==> config.mk <==
export PLATFORM = sky130hd
export DESIGN_NAME = multicycle_control
export DESIGN_NICKNAME = d
export VERILOG_FILES = /design/src/rtl/multicycle_control.sv
export SDC_FILE = /design/constraint.sdc
export NUM_CORES = 1
export LEC_CHECK = 0
export BUFFER_PORTS_ARGS = -buffer_cell sky130_fd_sc_hd__buf_2
export CORE_MARGIN = 2
export CORE_UTILIZATION = 40
export CTS_CLUSTER_DIAMETER = 30
export DETAILED_ROUTE_END_ITERATION = 12
export PLACE_DENSITY = 0.77
export SLEW_MARGIN = 20
export SYNTH_ARGS = -nofsm -noshare
export SYNTH_HDL_FRONTEND = slang
export SYNTH_SLANG_ARGS = --single-unit
export TNS_END_PERCENT = 30
==> constraint.sdc <==
create_clock -name clk -period 1.85 [get_ports clk]
set_clock_uncertainty 0.1 [all_clocks]
set_input_delay 0.0925 -clock clk [delete_from_list [all_inputs] [get_ports clk]]
set_output_delay 0.0925 -clock clk [all_outputs]
set_load 0.02 [all_outputs]
==> src/rtl/multicycle_control.sv <==
// Multicycle control FSM for the 16-bit CPU: sequences fetch/decode/execute/memory/writeback,
// owns the NZCV flags, resolves conditional branches and latches sticky faults.
module multicycle_control #(
  parameter int INSTR_W     = 16,
  parameter int MEM_TIMEOUT = 15
) (
  input  logic               clk,
  input  logic               rst_n,
  input  logic [INSTR_W-1:0] instr,
  input  logic               mem_ready,
  input  logic [3:0]         alu_flags,
  output logic               pc_write,
  output logic               ir_write,
  output logic               reg_write,
  output logic               mem_read,
  output logic               mem_write,
  output logic               adr_src,
  output logic [1:0]         alu_src_a,
  output logic [1:0]         alu_src_b,
  output logic [1:0]         imm_src,
  output logic [2:0]         alu_control,
  output logic [1:0]         result_src,
  output logic [3:0]         flags,
  output logic [1:0]         fault_code,
  output logic [3:0]         state
);

  localparam int CNT_W = (MEM_TIMEOUT > 0) ? $clog2(MEM_TIMEOUT + 1) : 1;

  typedef enum logic [3:0] {
    S_FETCH   = 4'd0,
    S_DECODE  = 4'd1,
    S_EXEC_R  = 4'd2,
    S_EXEC_I  = 4'd3,
    S_ALU_WB  = 4'd4,
    S_MEM_ADR = 4'd5,
    S_MEM_RD  = 4'd6,
    S_MEM_WB  = 4'd7,
    S_MEM_WR  = 4'd8,
    S_BRANCH  = 4'd9,
    S_FAULT   = 4'd10
  } state_t;

  localparam logic [3:0] OP_ADD = 4'b0000;
  localparam logic [3:0] OP_SUB = 4'b0001;
  localparam logic [3:0] OP_BEQ = 4'b0010;
  localparam logic [3:0] OP_BGT = 4'b0011;
  localparam logic [3:0] OP_BLT = 4'b0100;
  localparam logic [3:0] OP_B   = 4'b0101;
  localparam logic [3:0] OP_MOV = 4'b0110;
  localparam logic [3:0] OP_LDR = 4'b0111;
  localparam logic [3:0] OP_LSL = 4'b1000;
  localparam logic [3:0] OP_STR = 4'b1001;
  localparam logic [3:0] OP_NEG = 4'b1010;

  localparam logic [2:0] ALU_ADD  = 3'b000;
  localparam logic [2:0] ALU_SUB  = 3'b001;
  localparam logic [2:0] ALU_PASS = 3'b010;
  localparam logic [2:0] ALU_LSL  = 3'b011;

  state_t           state_reg, state_next;
  logic [3:0]       op_reg;
  logic [3:0]       flags_reg;
  logic [1:0]       fault_reg;
  logic [CNT_W-1:0] wait_cnt_reg;
  logic [CNT_W-1:0] wait_cnt_inc;
  logic             waiting;
  logic             timeout_hit;
  logic             branch_taken;
  logic             unused_instr_bits;

  assign unused_instr_bits = ^instr[INSTR_W-5:0];

  // The current low cycle counts toward the limit, so MEM_TIMEOUT low cycles fault.
  always_comb begin
    waiting      = ((state_reg == S_FETCH) || (state_reg == S_MEM_RD) ||
                    (state_reg == S_MEM_WR)) && !mem_ready;
    wait_cnt_inc = wait_cnt_reg + 1'b1;
    timeout_hit  = (MEM_TIMEOUT != 0) && waiting &&
                   (wait_cnt_inc == CNT_W'(MEM_TIMEOUT));
  end

  // flags = {N,Z,C,V}
  always_comb begin
    branch_taken = 1'b0;
    case (op_reg)
      OP_B:    branch_taken = 1'b1;
      OP_BEQ:  branch_taken = flags_reg[2];
      OP_BGT:  branch_taken = !flags_reg[2] && (flags_reg[3] == flags_reg[0]);
      OP_BLT:  branch_taken = (flags_reg[3] != flags_reg[0]);
      default: branch_taken = 1'b0;
    endcase
  end

  always_comb begin
    state_next = state_reg;
    case (state_reg)
      S_FETCH: begin
        if (mem_ready)        state_next = S_DECODE;
        else if (timeout_hit) state_next = S_FAULT;
      end
      S_DECODE: begin
        case (op_reg)
          OP_ADD, OP_SUB, OP_NEG:         state_next = S_EXEC_R;
          OP_MOV, OP_LSL:                 state_next = S_EXEC_I;
          OP_LDR, OP_STR:                 state_next = S_MEM_ADR;
          OP_BEQ, OP_BGT, OP_BLT, OP_B:   state_next = S_BRANCH;
          default:                        state_next = S_FAULT;
        endcase
      end
      S_EXEC_R, S_EXEC_I: state_next = S_ALU_WB;
      S_ALU_WB:           state_next = S_FETCH;
      S_MEM_ADR:          state_next = (op_reg == OP_LDR) ? S_MEM_RD : S_MEM_WR;
      S_MEM_RD: begin
        if (mem_ready)        state_next = S_MEM_WB;
        else if (timeout_hit) state_next = S_FAULT;
      end
      S_MEM_WB:           state_next = S_FETCH;
      S_MEM_WR: begin
        if (mem_ready)        state_next = S_FETCH;
        else if (timeout_hit) state_next = S_FAULT;
      end
      S_BRANCH:           state_next = S_FETCH;
      S_FAULT:            state_next = S_FAULT;
      default:            state_next = S_FAULT;
    endcase
  end

  always_comb begin
    pc_write    = 1'b0;
    ir_write    = 1'b0;
    reg_write   = 1'b0;
    mem_read    = 1'b0;
    mem_write   = 1'b0;
    adr_src     = 1'b0;
    alu_src_a   = 2'b00;
    alu_src_b   = 2'b00;
    imm_src     = 2'b00;
    alu_control = ALU_ADD;
    result_src  = 2'b00;
    case (state_reg)
      S_FETCH: begin
        mem_read = 1'b1;
        if (mem_ready) begin
          ir_write   = 1'b1;
          pc_write   = 1'b1;
          alu_src_a  = 2'b01;
          alu_src_b  = 2'b10;
          result_src = 2'b10;
        end
      end
      S_DECODE: begin
        alu_src_a = 2'b10;
        alu_src_b = 2'b01;
        imm_src   = 2'b10;
      end
      S_EXEC_R: begin
        alu_src_a   = (op_reg == OP_NEG) ? 2'b11 : 2'b00;
        alu_control = (op_reg == OP_ADD) ? ALU_ADD : ALU_SUB;
      end
      S_EXEC_I: begin
        alu_src_b = 2'b01;
        if (op_reg == OP_MOV) begin
          alu_control = ALU_PASS;
        end else begin
          imm_src     = 2'b01;
          alu_control = ALU_LSL;
        end
      end
      S_ALU_WB: reg_write = 1'b1;
      S_MEM_ADR: begin
        alu_src_b = 2'b01;
        imm_src   = 2'b01;
      end
      S_MEM_RD: begin
        adr_src  = 1'b1;
        mem_read = 1'b1;
      end
      S_MEM_WB: begin
        reg_write  = 1'b1;
        result_src = 2'b01;
      end
      S_MEM_WR: begin
        adr_src   = 1'b1;
        mem_write = 1'b1;
      end
      S_BRANCH: pc_write = branch_taken;
      default: ;
    endcase
  end

  always_ff @(posedge clk) begin
    if (!rst_n) begin
      state_reg    <= S_FETCH;
      op_reg       <= 4'd0;
      flags_reg    <= 4'd0;
      fault_reg    <= 2'b00;
      wait_cnt_reg <= '0;
    end else begin
      state_reg <= state_next;
      if (ir_write)
        op_reg <= instr[INSTR_W-1 -: 4];
      if (state_reg == S_EXEC_R)
        flags_reg <= alu_flags;
      if ((state_reg == S_DECODE) && (state_next == S_FAULT))
        fault_reg <= 2'b01;
      else if (timeout_hit)
        fault_reg <= 2'b10;
      if (state_next != state_reg)
        wait_cnt_reg <= '0;
      else if (waiting)
        wait_cnt_reg <= wait_cnt_inc;
    end
  end

  assign flags      = flags_reg;
  assign fault_code = fault_reg;
  assign state      = state_reg;

endmodule

==> results of run 1 <==
[path summary, 6_finish.rpt]
| kind | from | endpoint | slack [ps] |
|---|---|---|---|
| worst max-delay path | state[1] | flip-flop | -40 |
| worst min-delay path | rst_n | state[1] | 70 |
| worst max register to register | state[1] | flip-flop | -40 |
| worst min register to register | fault_code[1] | fault_code[1] | 370 |
[worst reg2reg max path, delay by kind of cell, from the launching register on]
family          cells  cell delay, ps
flops               1             360
mux                 1             270
buf+inv             1              70
simple gates        3             890
compound gates      1             120
[cells in the final DEF (no fill, tap or decap), drive strengths merged, types with 2 or more instances in the layout]
master,Yosys,routed
o22ai,2,2
a31oi,3,3
nand2b,5,5
a21oi,10,10
or3,2,2
nor2,22,22
ha,4,4
nand2,12,12
nor4,7,7
and2,4,4
nor2b,10,10
o21ai,5,5
nand4,3,3
a32oi,2,2
mux2i,7,7
o31ai,2,2
a21bo,2,2
dfxtp,22,22
buf,9,56
xnor2,3,3
inv,8,8
clkbuf,7,4
dlygate4sd3,0,4
a32o,2,2
nand3,8,8
o221ai,2,2
o31a,2,2
nor3,11,11
a21boi,2,2
[power by group]
group	internal, mW	leakage (nW)	total [mW]	switching [mW]
combinational	0.247	0.651	0.578	0.331
sequential	0.516	0.182	0.550	0.0341
clock	0.190	0.0288	0.338	0.148
[cell families after synthesis]
logic type / count (synthesis) / share of synthesized area (%)
simple gates: 90 / 31.3
compound gates: 41 / 18.8
buf+inv: 24 / 8.61
flops: 22 / 28.6
mux: 8 / 6.90
fa+ha+maj: 4 / 3.25
xor+xnor: 4 / 2.27
other cells: 1 / 0.243
[per-layer routing]
metal  wire length (microns)  GRT usage (%)  part of all wire, %  vias up
met4                      70           6.63                  1.8        0
li1                        -              -                    -      792
met2                    1780           29.5                   46       39
met3                     138           2.39                  3.6        8
met1                    1870           26.2                   48      739
met5                       0              0                    0        -
[per-stage QoR]
step	setup TNS (ps)	hold WS (ps)	util (%)
4_1_cts	-28.9	68.4	53.1
6_report	-68.1	65.8	54.0
2_1_floorplan	-864	140	-
3_3_place_gp	0	227	49.8
5_1_grt	-589	68.7	54.0
3_5_place_dp	-35.5	234	49.8
[layout make-up]
cell class,instances,area (sq um)
Fill cell,363,1700
Multi-Input combinational cell,148,1020
Sequential cell,22,450
Timing Repair Buffer,60,374
Tap cell,48,60.1
Clock buffer,4,55.1
Inverter,8,35.0
[what timing repair did]
action                                  4_1_cts  5_1_grt
pin swaps                                     0        2
endpoints found under the hold margin         4        0
endpoints found under the setup margin        9       13
gates resized for setup                       7       10
hold buffers                                  4        0
==> out/results.ini, run 1 <==
[outcome]
run_status = finished with violations
violations = negative setup slack

[logic_synthesis]
ys_seq_area_share_pct = 28.6
yosysWarnings = 0
synth_top_area_share_pct = 28.6
synth_flop_cell = dfxtp_1
synth.avg_cell_area_sq_um = 7.94
yosys.area.top_type = dfxtp_1
netlist_instances = 194
ys_top_cells_by_area = dfxtp_1, nor2_1, nor2b_1
synthArstFlopShare_pct = 0
netlist_area_sq_mm = 0.00154
synth_commonest_cells = dfxtp_1, nor2_1, nand2_1, nor3_1, nor2b_1
syn_nets = 221
synth_cell_types = 54
synth-seq-cells = 22
synth_edf_count = 0

[finish]
instances_no_fill = 290
layout.nets = 270
n_antenna_cell = 0
area_growth_pct = 29.2
stdcell_area_sq_mm = 0.00199
drive_above_1_share_pct = 35.1

[cts]
post_cts_buffers = 0
cts-root-buf = clkbuf_8
clk_path_buf_depth = 2
htreeDepth = 1
clkSlewWorstSetupHoldPaths_ps = 80
clock-sinks = 22
insertion_delay_ps = 260
cts_made_buffers = 3
cts_tree = done

[placement]
port_buffers = 36
place.gp.congestion = 0.898
placed_cells = 282
place_area_sq_mm = 0.00184
hpwlAfterDp_microns = 2940
place_ws_ps = -22.4

[setup_path]
crit_fanout = 4
critical_path_arrival_ps = 1980
cpPeakStageDelay_ps = 370
crit_family = simple AND/OR/NAND/NOR gates
rr_worst_depth = 6
worstSetupPathDepth = 6
worstSetupPathType = reg -> reg
crit_chain = nor4_4 > and2_4 > mux2i_4 > inv_4 > or3_1 > a21boi_1
end_kind = flip-flop
critPathLaunchType = flip-flop
path_buf_inv = 1
critPathSlowestCell = or3_1
worstPathRequired_ps = 1940

[global_route]
grt_pass1_vias = 1413
grt_max_degree = 19
grt_pass1_wl_microns = 6410
antenna_found_initial = 0
grtUsageTotal_pct = 18.7
overflow = 0

[worst_hold_path]
hp-class = in -> reg
min_path_cells = 2

[sta]
max_freq_ghz = 0.529
slew-limit-headroom_pct = 59.1
fin_crit_ps = 1890
period_share_pct = 102
slew_viol_final = 0
worst_pin_slew_ps = 609
fin_ws_ps = -42.0
rsz0062_at_grt = true
hold_violations = 0
setup_viol = 3

[routing]
postRouteAntennaNets = 0
drt-pass1-iter-count = 4
routed_via_density = 5.44
drtIter0Drc = 115
via_count = 1578
drcViolationCount = 0
wl_microns = 3860
routedWlPerCell_microns = 13.3

[die]
core_sq_mm = 0.00369
start_util_pct = 41.8
die_w_microns = 66.1
io_pins = 50
die_y_microns = 66.1
dieArea_sq_mm = 0.00436
fp-row-count = 22

[job]
drv_cap = 0

[power]
irDropWorstVdd_v = 0.000413
finalPower_mw = 1.47
power_leakage_nw = 0.861
powerDensity_mw_per_mm2 = 736

Note: power is estimated with default switching activity, not from simulation.
==> inputs of run 2 (changes only) <==
- CORE_ASPECT_RATIO: not set -> 0.8
- CORE_UTILIZATION: 40 -> 45
- PLACE_DENSITY: 0.77 -> 0.84
==> run 2 against run 1 <==
Net effect: the flow still finishes with violations (negative setup slack); highest routed layer unchanged; global-route usage rose by 3.5 points; sequential power rose by 1%; first-iteration DRC count rose by 69%; largest power group unchanged; sequential cell count did not move.
==> out/results.ini, run 2 (synthesized netlist as in run 1, its figures left out) <==
[worst_hold_path]
hold_start = rst_n
min_path_cells = 2  ; unchanged
hp-class = in -> reg
min_to = state[1]

[setup_path]
critPathLaunchType = flip-flop
critPathSlowestCell = dfxtp_4
cpPeakStageDelay_ps = 370  ; about the same
crit_fanout = 4  ; unchanged
rr_worst_depth = 6  ; unchanged
critical_path_arrival_ps = 2020  ; +40 ps
path_buf_inv = 1  ; unchanged
r2r_slack_ps = -70  ; -20 ps
crit_chain = nor4_4 > and2_4 > mux2i_4 > inv_4 > or3_1 > a21boi_1
worstSetupPathType = reg -> reg
worstPathRequired_ps = 1950  ; about the same
crit_family = simple AND/OR/NAND/NOR gates
end_kind = flip-flop
r2r-start = state[1]

[placement]
port_buffers = 36  ; unchanged
place.gp.congestion = 0.871  ; -3.0%
hpwlAfterDp_microns = 3080  ; +5.0%
placed_cells = 277  ; -1.8%

[sta]
setup-tns-final_ps = -122  ; -53.8 ps
fin_crit_ps = 1920  ; +24.9 ps
period_share_pct = 104  ; +1.3 points
rsz0062_at_grt = true
slew_viol_final = 0  ; unchanged
hold_violations = 0  ; unchanged
fin_ws_ps = -66.9  ; -24.9 ps
setup_viol = 3  ; unchanged
max_freq_ghz = 0.522  ; -1.3%

[power]
irDropWorstVdd_v = 0.000432  ; +4.6%
p_clk_share_pct = 28.5  ; +5.5 points
switchingPower_mw = 0.547  ; +6.5%
internal_power_mw = 1.06  ; +12%
finalPower_mw = 1.61  ; +9.9%
seqPwrFrac_pct = 34.5  ; -3.0 points
power.share.switching_pct = 34.0  ; -1.1 points
power_frac_comb_pct = 37.0  ; -2.4 points
powerDensity_mw_per_mm2 = 794  ; +7.8%
power_leakage_nw = 0.889  ; +3.2%

[global_route]
overflow = 0  ; unchanged
grt_pass1_vias = 1493  ; +5.7%
grtUsageTotal_pct = 22.2  ; +3.5 points
antenna_found_initial = 0  ; unchanged
grt_pass1_wl_microns = 7040  ; +9.9%
grt_max_degree = 20  ; +1

[die]
start_util_pct = 48.5  ; +6.7 points
fp-row-count = 18  ; -18%
die_y_microns = 56.3  ; -15%
die_w_microns = 69.4  ; +5.1%
dieArea_sq_mm = 0.00391  ; -10%
io_pins = 50  ; unchanged
core_sq_mm = 0.00318  ; -14%

[routing]
wl_microns = 4270  ; +11%
drt-pass1-iter-count = 4  ; unchanged
postRouteAntennaNets = 0  ; unchanged
routed_via_density = 5.69  ; +4.5%
drtIter0Drc = 194  ; +69%
drcViolationCount = 0  ; unchanged
routedWlPerCell_microns = 14.9  ; +12%
via_count = 1627  ; +3.1%

[finish]
area_growth_pct = 31.8
instances_no_fill = 286  ; -1.4%
final_cell_mix = buf_2, buf_4, nor2_1, dfxtp_1, nand2_1
n_antenna_cell = 0  ; unchanged
final_common_cell = buf_2
layout.nets = 274  ; +1.5%
drive_above_1_share_pct = 36.2  ; +1.1 points
num-fill-cells = 257  ; -29%

[outcome]
violations = negative setup slack
run_status = finished with violations

[cts]
insertion_delay_ps = 270  ; about the same
clkSlewWorstSetupHoldPaths_ps = 80  ; about the same
cts-root-buf = clkbuf_8
cts_made_buffers = 3  ; unchanged
clk_path_buf_depth = 2  ; unchanged
clock-sinks = 22  ; unchanged
htreeDepth = 1  ; unchanged
cts_tree = done

[job]
drv_cap = 0  ; unchanged

[run 2: cell count changes in the layout (fill, tap and decap cells not counted), sizes merged]
cell	before	now
buf	56	60
bufinv	0	1
clkbuf	4	3
[run 2: how the worst max path moves through the flow]
| stage | from | end | slack [ps] | cells past startpoint |
|---|---|---|---|---|
| floorplan | state[0] | flip-flop | -250 | 8 |
| global placement | state[0] | flip-flop | 20 | 6 |
| detailed placement | wait_cnt_reg[0] | wait_cnt_reg[3] | -10 | 7 |
| CTS | state[0] | flip-flop | -30 | 6 |
| global route | state[1] | flip-flop | -150 | 7 |
| finish | state[1] | flip-flop | -70 | 6 |
[run 2: area by class of cell]
cell class | instances | area [sq um] | area share [%]
multi-input combinational | 148 | 1000 | 49.5
sequential | 22 | 452 | 22.3
timing repair buffer | 64 | 417 | 20.5
tap | 40 | 50.0 | 2.47
clock buffer | 3 | 41.3 | 2.03
inverter | 8 | 35.0 | 1.73
clock inverter | 1 | 30.0 | 1.48
[run 2: what timing repair did]
action | 4_1_cts | 5_1_grt
buffers inserted | 0 | 1
resized for setup | 13 | 3
hold buffers | 4 | 0
hold endpoints to repair | 4 | 0
setup endpoints to repair | 4 | 13
pin swaps | 3 | 3
[run 2: power by group through the flow]
stage	clock (mW)	sequential [mW]	combinational, mW
floorplan	0	0.568	0.383
global placement	0	0.559	0.551
detailed placement	0	0.564	0.560
CTS	0.463	0.553	0.575
global route	0.483	0.560	0.647
finish	0.459	0.556	0.596
[run 2: routing by layer]
metal,global-route usage (%),up-vias,wire [microns]
li1,-,794,-
met1,30.7,765,1900
met2,35.3,62,2000
met3,4.49,6,329
met4,6.16,0,34
met5,0,-,0
[run 2: worst reg2reg max path, cell delays in order (launching register included)]
cell	delay, ps
dfxtp_4	370
nor4_4	300
and2_4	250
mux2i_4	280
inv_4	60
or3_1	370
a21boi_1	120
[run 2: through the flow]
stage               setup slack (ps)  hold slack (ps)  util (%)  instance area (sq um)
detailed placement             -9.99              235      58.7                   1860
floorplan                       -251              140         -                   1550
finish                         -66.9             71.9      63.9                   2030
global route                    -152             86.2      63.9                   2030
CTS                            -27.5             68.9      63.3                   2010
global placement                22.0              226      58.7                   1860
